$ cat src/rtl/atm_bank_core_if.sv
// Request/response bundle for the ATM transaction core.
// master = requester side, slave = core side.
interface atm_bank_core_if #(
    parameter int unsigned ACC_W = 4,
    parameter int unsigned PIN_W = 16,
    parameter int unsigned BAL_W = 32
);
    logic             req_valid;
    logic             req_ready;
    logic [2:0]       operation;
    logic [ACC_W-1:0] acc_num;
    logic [PIN_W-1:0] pin;
    logic [PIN_W-1:0] new_pin;
    logic [BAL_W-1:0] amount;
    logic             day_rollover;
    logic             rsp_valid;
    logic             success;
    logic [2:0]       error_code;
    logic [BAL_W-1:0] balance;
    logic [2:0]       state;

    modport master (
        output req_valid, operation, acc_num, pin, new_pin, amount, day_rollover,
        input  req_ready, rsp_valid, success, error_code, balance, state
    );

    modport slave (
        input  req_valid, operation, acc_num, pin, new_pin, amount, day_rollover,
        output req_ready, rsp_valid, success, error_code, balance, state
    );
endinterface

$ cat src/rtl/atm_bank_core.sv
// ATM transaction engine with on-chip account database: authentication, lockout,
// daily withdrawal limit, deposit overflow protection and error codes.
module atm_bank_core #(
    parameter int unsigned NUM_ACCOUNTS = 10,
    parameter int unsigned ACC_W        = 4,
    parameter int unsigned PIN_W        = 16,
    parameter int unsigned BAL_W        = 32,
    parameter int unsigned DEFAULT_PIN  = 1234,
    parameter int unsigned INIT_BAL     = 5000,
    parameter int unsigned MAX_TRIES    = 3,
    parameter int unsigned WD_LIMIT     = 20000
) (
    input logic clk,
    input logic rst,
    atm_bank_core_if.slave bus
);
    localparam int unsigned FAIL_W = $clog2(MAX_TRIES + 1);

    localparam logic [2:0] ErrOk      = 3'd0;
    localparam logic [2:0] ErrBadAcc  = 3'd1;
    localparam logic [2:0] ErrPin     = 3'd2;
    localparam logic [2:0] ErrLocked  = 3'd3;
    localparam logic [2:0] ErrFunds   = 3'd4;
    localparam logic [2:0] ErrLimit   = 3'd5;
    localparam logic [2:0] ErrOverflw = 3'd6;
    localparam logic [2:0] ErrBadOp   = 3'd7;

    localparam logic [FAIL_W-1:0] MaxTriesW = FAIL_W'(MAX_TRIES);
    localparam logic [BAL_W:0]    LimitW    = (BAL_W+1)'(WD_LIMIT);

    typedef enum logic [2:0] {
        StAuth = 3'd1,
        StExec = 3'd2,
        StResp = 3'd3,
        StIdle = 3'd7
    } state_e;

    state_e state_q, state_d;

    logic [2:0]       op_q;
    logic [ACC_W-1:0] acc_q;
    logic [PIN_W-1:0] pin_q;
    logic [PIN_W-1:0] new_pin_q;
    logic [BAL_W-1:0] amount_q;

    logic [PIN_W-1:0]  db_pin_q  [NUM_ACCOUNTS];
    logic [BAL_W-1:0]  db_bal_q  [NUM_ACCOUNTS];
    logic [BAL_W-1:0]  db_wd_q   [NUM_ACCOUNTS];
    logic [FAIL_W-1:0] db_fail_q [NUM_ACCOUNTS];
    logic              db_lock_q [NUM_ACCOUNTS];

    logic [2:0]       auth_err_q;
    logic [2:0]       res_err_q;
    logic [BAL_W-1:0] res_bal_q;

    logic             rsp_valid_q;
    logic             success_q;
    logic [2:0]       error_code_q;
    logic [BAL_W-1:0] balance_q;

    logic              accept;
    logic              acc_hit;
    logic [PIN_W-1:0]  cur_pin;
    logic [BAL_W-1:0]  cur_bal;
    logic [BAL_W-1:0]  cur_wd;
    logic [FAIL_W-1:0] cur_fail;
    logic              cur_lock;
    logic [FAIL_W-1:0] fail_next;
    logic [2:0]        auth_err_d;

    logic [BAL_W-1:0] wd_eff;
    logic [BAL_W:0]   dep_sum;
    logic [BAL_W:0]   wd_sum;
    logic [2:0]       exec_err;
    logic [BAL_W-1:0] exec_bal;
    logic [BAL_W-1:0] exec_wd;
    logic             wr_bal;
    logic             wr_wd;
    logic             wr_pin;

    assign accept = bus.req_valid && (state_q == StIdle);

    always_comb begin
        state_d = state_q;
        unique case (state_q)
            StIdle:  if (accept) state_d = StAuth;
            StAuth:  state_d = StExec;
            StExec:  state_d = StResp;
            StResp:  state_d = StIdle;
            default: state_d = StIdle;
        endcase
    end

    // Account lookup by number; out-of-range numbers simply find no entry.
    always_comb begin
        acc_hit  = 1'b0;
        cur_pin  = '0;
        cur_bal  = '0;
        cur_wd   = '0;
        cur_fail = '0;
        cur_lock = 1'b0;
        for (int i = 0; i < NUM_ACCOUNTS; i++) begin
            if (acc_q == ACC_W'(i + 1)) begin
                acc_hit  = 1'b1;
                cur_pin  = db_pin_q[i];
                cur_bal  = db_bal_q[i];
                cur_wd   = db_wd_q[i];
                cur_fail = db_fail_q[i];
                cur_lock = db_lock_q[i];
            end
        end
    end

    always_comb begin
        fail_next = cur_fail + FAIL_W'(1);
        if (!acc_hit) begin
            auth_err_d = ErrBadAcc;
        end else if (cur_lock) begin
            auth_err_d = ErrLocked;
        end else if (pin_q != cur_pin) begin
            auth_err_d = ErrPin;
        end else begin
            auth_err_d = ErrOk;
        end
    end

    // A rollover coinciding with EXEC clears first, so the limit sees zero.
    assign wd_eff  = bus.day_rollover ? '0 : cur_wd;
    assign dep_sum = {1'b0, cur_bal} + {1'b0, amount_q};
    assign wd_sum  = {1'b0, wd_eff} + {1'b0, amount_q};

    always_comb begin
        exec_err = ErrOk;
        exec_bal = cur_bal;
        exec_wd  = wd_eff;
        wr_bal   = 1'b0;
        wr_wd    = 1'b0;
        wr_pin   = 1'b0;
        if (auth_err_q != ErrOk) begin
            exec_err = auth_err_q;
            exec_bal = '0;
        end else begin
            case (op_q)
                3'd3: ;
                3'd4: begin
                    if ({1'b0, amount_q} > {1'b0, cur_bal}) begin
                        exec_err = ErrFunds;
                    end else if (wd_sum > LimitW) begin
                        exec_err = ErrLimit;
                    end else begin
                        exec_bal = cur_bal - amount_q;
                        exec_wd  = wd_sum[BAL_W-1:0];
                        wr_bal   = 1'b1;
                        wr_wd    = 1'b1;
                    end
                end
                3'd5: begin
                    if (dep_sum[BAL_W]) begin
                        exec_err = ErrOverflw;
                    end else begin
                        exec_bal = dep_sum[BAL_W-1:0];
                        wr_bal   = 1'b1;
                    end
                end
                3'd6: begin
                    if (new_pin_q == cur_pin) begin
                        exec_err = ErrBadOp;
                    end else begin
                        wr_pin = 1'b1;
                    end
                end
                default: exec_err = ErrBadOp;
            endcase
        end
    end

    always_ff @(posedge clk) begin
        if (rst) begin
            state_q      <= StIdle;
            op_q         <= '0;
            acc_q        <= '0;
            pin_q        <= '0;
            new_pin_q    <= '0;
            amount_q     <= '0;
            auth_err_q   <= ErrOk;
            res_err_q    <= ErrOk;
            res_bal_q    <= '0;
            rsp_valid_q  <= 1'b0;
            success_q    <= 1'b0;
            error_code_q <= ErrOk;
            balance_q    <= '0;
            for (int i = 0; i < NUM_ACCOUNTS; i++) begin
                db_pin_q[i]  <= PIN_W'(DEFAULT_PIN);
                db_bal_q[i]  <= BAL_W'(INIT_BAL);
                db_wd_q[i]   <= '0;
                db_fail_q[i] <= '0;
                db_lock_q[i] <= 1'b0;
            end
        end else begin
            state_q <= state_d;

            if (accept) begin
                op_q      <= bus.operation;
                acc_q     <= bus.acc_num;
                pin_q     <= bus.pin;
                new_pin_q <= bus.new_pin;
                amount_q  <= bus.amount;
            end

            if (state_q == StAuth) begin
                auth_err_q <= auth_err_d;
                for (int i = 0; i < NUM_ACCOUNTS; i++) begin
                    if (acc_q == ACC_W'(i + 1) && !cur_lock) begin
                        if (auth_err_d == ErrPin) begin
                            db_fail_q[i] <= fail_next;
                            if (fail_next >= MaxTriesW) db_lock_q[i] <= 1'b1;
                        end else begin
                            db_fail_q[i] <= '0;
                        end
                    end
                end
            end

            if (bus.day_rollover) begin
                for (int i = 0; i < NUM_ACCOUNTS; i++) db_wd_q[i] <= '0;
            end

            // Placed after the rollover clear so the accumulated total wins.
            if (state_q == StExec) begin
                res_err_q <= exec_err;
                res_bal_q <= exec_bal;
                for (int i = 0; i < NUM_ACCOUNTS; i++) begin
                    if (acc_q == ACC_W'(i + 1)) begin
                        if (wr_bal) db_bal_q[i] <= exec_bal;
                        if (wr_wd)  db_wd_q[i]  <= exec_wd;
                        if (wr_pin) db_pin_q[i] <= new_pin_q;
                    end
                end
            end

            rsp_valid_q <= (state_q == StResp);
            if (state_q == StResp) begin
                success_q    <= (res_err_q == ErrOk);
                error_code_q <= res_err_q;
                balance_q    <= res_bal_q;
            end
        end
    end

    assign bus.req_ready  = (state_q == StIdle);
    assign bus.rsp_valid  = rsp_valid_q;
    assign bus.success    = success_q;
    assign bus.error_code = error_code_q;
    assign bus.balance    = balance_q;
    assign bus.state      = state_q;
endmodule

$ cat src/flat_wrapper.sv
// flat-port wrapper written by rule: the top's interface ports become plain ports
module atm_bank_core_flat 
#(
    parameter int unsigned NUM_ACCOUNTS = 10,
    parameter int unsigned ACC_W        = 4,
    parameter int unsigned PIN_W        = 16,
    parameter int unsigned BAL_W        = 32,
    parameter int unsigned DEFAULT_PIN  = 1234,
    parameter int unsigned INIT_BAL     = 5000,
    parameter int unsigned MAX_TRIES    = 3,
    parameter int unsigned WD_LIMIT     = 20000
)
  (clk, rst, bus_req_valid, bus_operation, bus_acc_num, bus_pin, bus_new_pin, bus_amount, bus_day_rollover, bus_req_ready, bus_rsp_valid, bus_success, bus_error_code, bus_balance, bus_state);
  atm_bank_core_if #(.ACC_W(ACC_W), .PIN_W(PIN_W), .BAL_W(BAL_W)) bus_i ();
  input logic clk;
  input logic rst;
  input wire logic [$bits(bus_i.req_valid)-1:0] bus_req_valid;
  input wire logic [$bits(bus_i.operation)-1:0] bus_operation;
  input wire logic [$bits(bus_i.acc_num)-1:0] bus_acc_num;
  input wire logic [$bits(bus_i.pin)-1:0] bus_pin;
  input wire logic [$bits(bus_i.new_pin)-1:0] bus_new_pin;
  input wire logic [$bits(bus_i.amount)-1:0] bus_amount;
  input wire logic [$bits(bus_i.day_rollover)-1:0] bus_day_rollover;
  output wire logic [$bits(bus_i.req_ready)-1:0] bus_req_ready;
  output wire logic [$bits(bus_i.rsp_valid)-1:0] bus_rsp_valid;
  output wire logic [$bits(bus_i.success)-1:0] bus_success;
  output wire logic [$bits(bus_i.error_code)-1:0] bus_error_code;
  output wire logic [$bits(bus_i.balance)-1:0] bus_balance;
  output wire logic [$bits(bus_i.state)-1:0] bus_state;
  assign bus_i.req_valid = bus_req_valid;
  assign bus_i.operation = bus_operation;
  assign bus_i.acc_num = bus_acc_num;
  assign bus_i.pin = bus_pin;
  assign bus_i.new_pin = bus_new_pin;
  assign bus_i.amount = bus_amount;
  assign bus_i.day_rollover = bus_day_rollover;
  assign bus_req_ready = bus_i.req_ready;
  assign bus_rsp_valid = bus_i.rsp_valid;
  assign bus_success = bus_i.success;
  assign bus_error_code = bus_i.error_code;
  assign bus_balance = bus_i.balance;
  assign bus_state = bus_i.state;
  atm_bank_core #(.NUM_ACCOUNTS(NUM_ACCOUNTS), .ACC_W(ACC_W), .PIN_W(PIN_W), .BAL_W(BAL_W), .DEFAULT_PIN(DEFAULT_PIN), .INIT_BAL(INIT_BAL), .MAX_TRIES(MAX_TRIES), .WD_LIMIT(WD_LIMIT)) u_core (.clk(clk), .rst(rst), .bus(bus_i));
endmodule
$ cat config.mk
export PLATFORM = sky130hd
export DESIGN_NAME = atm_bank_core_flat
export DESIGN_NICKNAME = d
export VERILOG_FILES = /design/src/rtl/atm_bank_core_if.sv /design/src/rtl/atm_bank_core.sv /design/src/flat_wrapper.sv
export SDC_FILE = /design/constraint.sdc
export NUM_CORES = 2
export LEC_CHECK = 0
export CORE_ASPECT_RATIO = 0.8
export CORE_UTILIZATION = 50
export CTS_CLUSTER_SIZE = 24
export DETAILED_ROUTE_END_ITERATION = 6
export GPL_ROUTABILITY_DRIVEN = 0
export GPL_TIMING_DRIVEN = 0
export HOLD_SLACK_MARGIN = 0.12
export PLACE_DENSITY_LB_ADDON = 0.15
export SYNTH_ARGS = -nofsm -noshare
export SYNTH_HDL_FRONTEND = slang
export SYNTH_SLANG_ARGS = --single-unit
$ cat constraint.sdc
create_clock -name clk -period 10.55 [get_ports clk]
set_input_delay 2.11 -clock clk [delete_from_list [all_inputs] [get_ports clk]]
set_output_delay 2.11 -clock clk [all_outputs]
set_load 0.01 [all_outputs]
==> metrics.yaml <==
setup_path:
  rrSetupSlack_ns: -0.03
  crit_buf_inv: 10
  worst_path_max_delay_cell: "nor3_1"
  timing.rr.end: "u_core.res_bal_q[28]"
  reg2regPathDepth: 25
  cpPeakStageDelay_ns: 1.21
  cp.depth: 25
  criticalPathCategory: "flop to flop"
  critPathLaunchType: "flop"
  worstPathMaxFanout: 10
  reg2reg_from: "u_core.acc_q[0]"
  cpMostUsedCell: "buf_2"
  crit_family: "buffers and inverters"
  crit_required_ns: 11.15
  critPathArrivalTime_ns: 11.18
  endpoint_kind: "flop"
die:
  io_pins: 116
  die_h_um: 275
  die_area_mm2: 0.0941
  core_mm2: 0.0915
  initial_core_util_pct: 50.7
  fp-row-count: 99
  die_w_um: 343
min_path:
  holdPathEnd: "u_core.bus.balance[24]"
  holdPathStages: 2
  hold_path.class: "flop to flop"
  worstHoldStart: "u_core.bus.balance[24]"
clock_tree:
  cts-root-buf: "clkbuf_16"
  clock_path_buffers: 3
  clk_latency_ns: 0.71
  clkTransAtPathRegs_ns: 0.06
  cts_tree: "done"
  htreeDepth: 3
  cts_buffers: 98
  numClockSinks: 978
synthesis:
  ys_seq_area_share_pct: 59.9
  syn_inst: 4181
  synthAdderAreaFrac_pct: 2.74
  ys_seq_elements: 978
  ys.flop_type: "edfxtp_1"
  ys_async_sr_fraction_pct: 0
  synth_top_family_by_area: "compound AO/OA/AOI/OAI gates"
  synth_edf_count: 821
  synth_compound_area_share_pct: 15.7
  yosysUniqueCellTypes: 92
  muxShareOfSynthArea_pct: 1.94
  synth_xor_area_share_pct: 1.81
  avgSynthCellArea_um2: 11.1
  synth_area_mm2: 0.0464
  synthSimpleGateAreaFrac_pct: 14.6
  yosys_warnings: 0
drt:
  drc_errors: 33
  totalWireLength_um: 177000
  dr.pass1.iters: 7
  post_drt_wl_per_cell_um: 29.9
  antenna_left: 0
  drt_iter0_markers: 6880
  routed-via-count: 38400
  viasPerCell: 6.49
final_layout:
  regArea_mm2: 0.0278
  multi_input_area_mm2: 0.0181
  nets: 4790
  mostFrequentLayoutCells: "edfxtp_1, nor2_1, nand2_1"
  post-route-util_pct: 59.5
  fin_cells: 5911
  num-fill-cells: 7515
  final_common_cell: "edfxtp_1"
  syn_to_final_growth_pct: 17.2
  drive_gt1_share_pct: 9.84
placement:
  dpl.hpwl_um: 128000
  port_buffers: 114
  pre_cts_ws_ns: -1.55
  placedCellCount: 5703
pwr:
  switching_share_pct: 28.3
  pwr-share-clk_pct: 38.6
  pwr-share-seq_pct: 46.3
  p_sw_mw: 2.69
  p_int_mw: 6.83
  peakVddDrop_uv: 149
  total_power_mw: 9.52
  power_density_mw_per_mm2: 175
  power.static_leakage_nw: 19.0
  pwr-share-comb_pct: 15.1
timing:
  setup_tns_ns: -0.132
  layout_min_cycle_time_ns: 10.58
  slew_viol_final: 19
  fin_crit_sh_pct: 100
  setup_ws_ns: -0.0349
  rsz0062_at_grt: "false"
  fin_skew_ns: 0.0511
  worstMarginPinSlew_ns: 1.51
  slew_headroom_pct: -1.71
  setup_violations: 10
  finalHoldViolCount: 0
  fmax_ghz: 0.0945
global_routing:
  antenna_found_initial: 4
  grt_overflow_total: 0
  grt_max_degree: 24
  grt_first_pass_wirelength_um: 247000
  grt_pass1_vias: 34700
  track_usage_pct: 36.9
job:
  maxCapViolCount: 2
outcome:
  run_status: "complete, but fails checks"
  violations: "design-rule violations, max-capacitance violations, max-slew violations, negative setup slack"
worst min-delay path, delay by kind of cell (launching register included):
kind / cells / cell delay, ns
flops: 1 / 0.31
simple gates: 1 / 0.05
compound gates: 1 / 0.05
flip-flops by register name, indices dropped and copies added (netlist names), 4 cells and up:
register and count:
u_core.db_pin_q 160, u_core.new_pin_q 16, u_core.acc_q 4, u_core.db_bal_q 320, u_core.db_wd_q 320, u_core.db_fail_q 20, u_core.bus.balance 32, u_core.amount_q 32
u_core.pin_q 16, u_core.res_bal_q 32, u_core.db_lock_q 10
cell usage after synthesis, drive strengths merged (22+ instances only):
master | n | area [µm²]
a21o | 34 | 255
a21oi | 228 | 1140
a221oi | 63 | 552
a222oi | 68 | 681
a22o | 40 | 350
a22oi | 118 | 886
a31oi | 40 | 250
and2 | 30 | 188
and3 | 93 | 582
buf | 55 | 254
clkbuf | 257 | 965
dfxtp | 157 | 3140
edfxtp | 821 | 24700
ha | 97 | 1210
inv | 88 | 330
mux2 | 35 | 394
mux2i | 44 | 440
nand2 | 442 | 1660
nand2b | 52 | 325
nand3 | 67 | 335
nand4 | 26 | 163
nor2 | 589 | 2210
nor2b | 22 | 138
nor3 | 52 | 260
o211ai | 40 | 400
o21ai | 141 | 706
o21bai | 40 | 300
o221ai | 25 | 219
o22ai | 27 | 169
or2 | 58 | 363
xnor2 | 68 | 596
xor2 | 28 | 245
stage by stage:
| step | hold WS [ns] | instance area [µm²] |
|---|---|---|
| global placement | 0.442 | 49700 |
| CTS | 0.454 | 54300 |
| detailed placement | 0.443 | 50500 |
| global route | 0.474 | 54400 |
| finish | 0.454 | 54400 |
| floorplan | 0.423 | 47100 |
final cells by class:
class	instances	area share, %
timing repair buffer	169	3.76
tap	1212	2.79
antenna	3	0.0138
sequential	978	51.1
clock inverter	61	1.35
clock buffer	120	4.77
buffer	308	2.33
inverter	91	0.627
multi-input combinational	2969	33.3
power groups by stage:
stage                     clock network (mW)  registers, mW  logic, mW
after floorplan                            0           4.47      0.810
after global placement                     0           4.50       1.28
after detailed placement                   0           4.49       1.33
after CTS                               3.66           4.41       1.35
after global routing                    3.80           4.42       1.49
final                                   3.67           4.41       1.44
worst max path at each step:
stage	startpoint	slack [ns]	to
final	u_core.acc_q[0]	-0.03	u_core.res_bal_q[28]
after floorplan	u_core.acc_q[0]	1.56	u_core.db_wd_q[0][288]
after global placement	u_core.acc_q[2]	-5.47	u_core.db_wd_q[0][16]
after detailed placement	u_core.acc_q[2]	-1.55	u_core.db_wd_q[0][16]
after CTS	u_core.acc_q[2]	0.03	u_core.db_wd_q[0][280]
after global routing	u_core.acc_q[0]	0.03	u_core.res_bal_q[21]
cell families (layout without fill, tap and decap cells):
logic type	count (synthesis)	count (layout)
and+or+nand+nor	1500	1500
AOI/OAI and AO/OA	1021	1021
DFF	978	978
buffers and inverters	403	749
adders and majority gates	100	100
xor gates and xnor gates	96	96
muxes	82	82
other	1	173
routing by layer:
layer | GRT usage, % | share of wire [%]
met1 | 51.7 | 38
met2 | 47.4 | 38
met3 | 19.4 | 19
met4 | 14.0 | 4.3
met5 | 0 | 0.020
timing repair:
| action | CTS | global route |
|---|---|---|
| resized for setup | 26 | 36 |
| hold buffers | 0 | 0 |
| pin swaps | 20 | 0 |
| endpoints found under the setup margin | 1128 | 941 |
| setup buffers | 28 | 0 |
No activity file was read; power rests on OpenSTA's default activity.
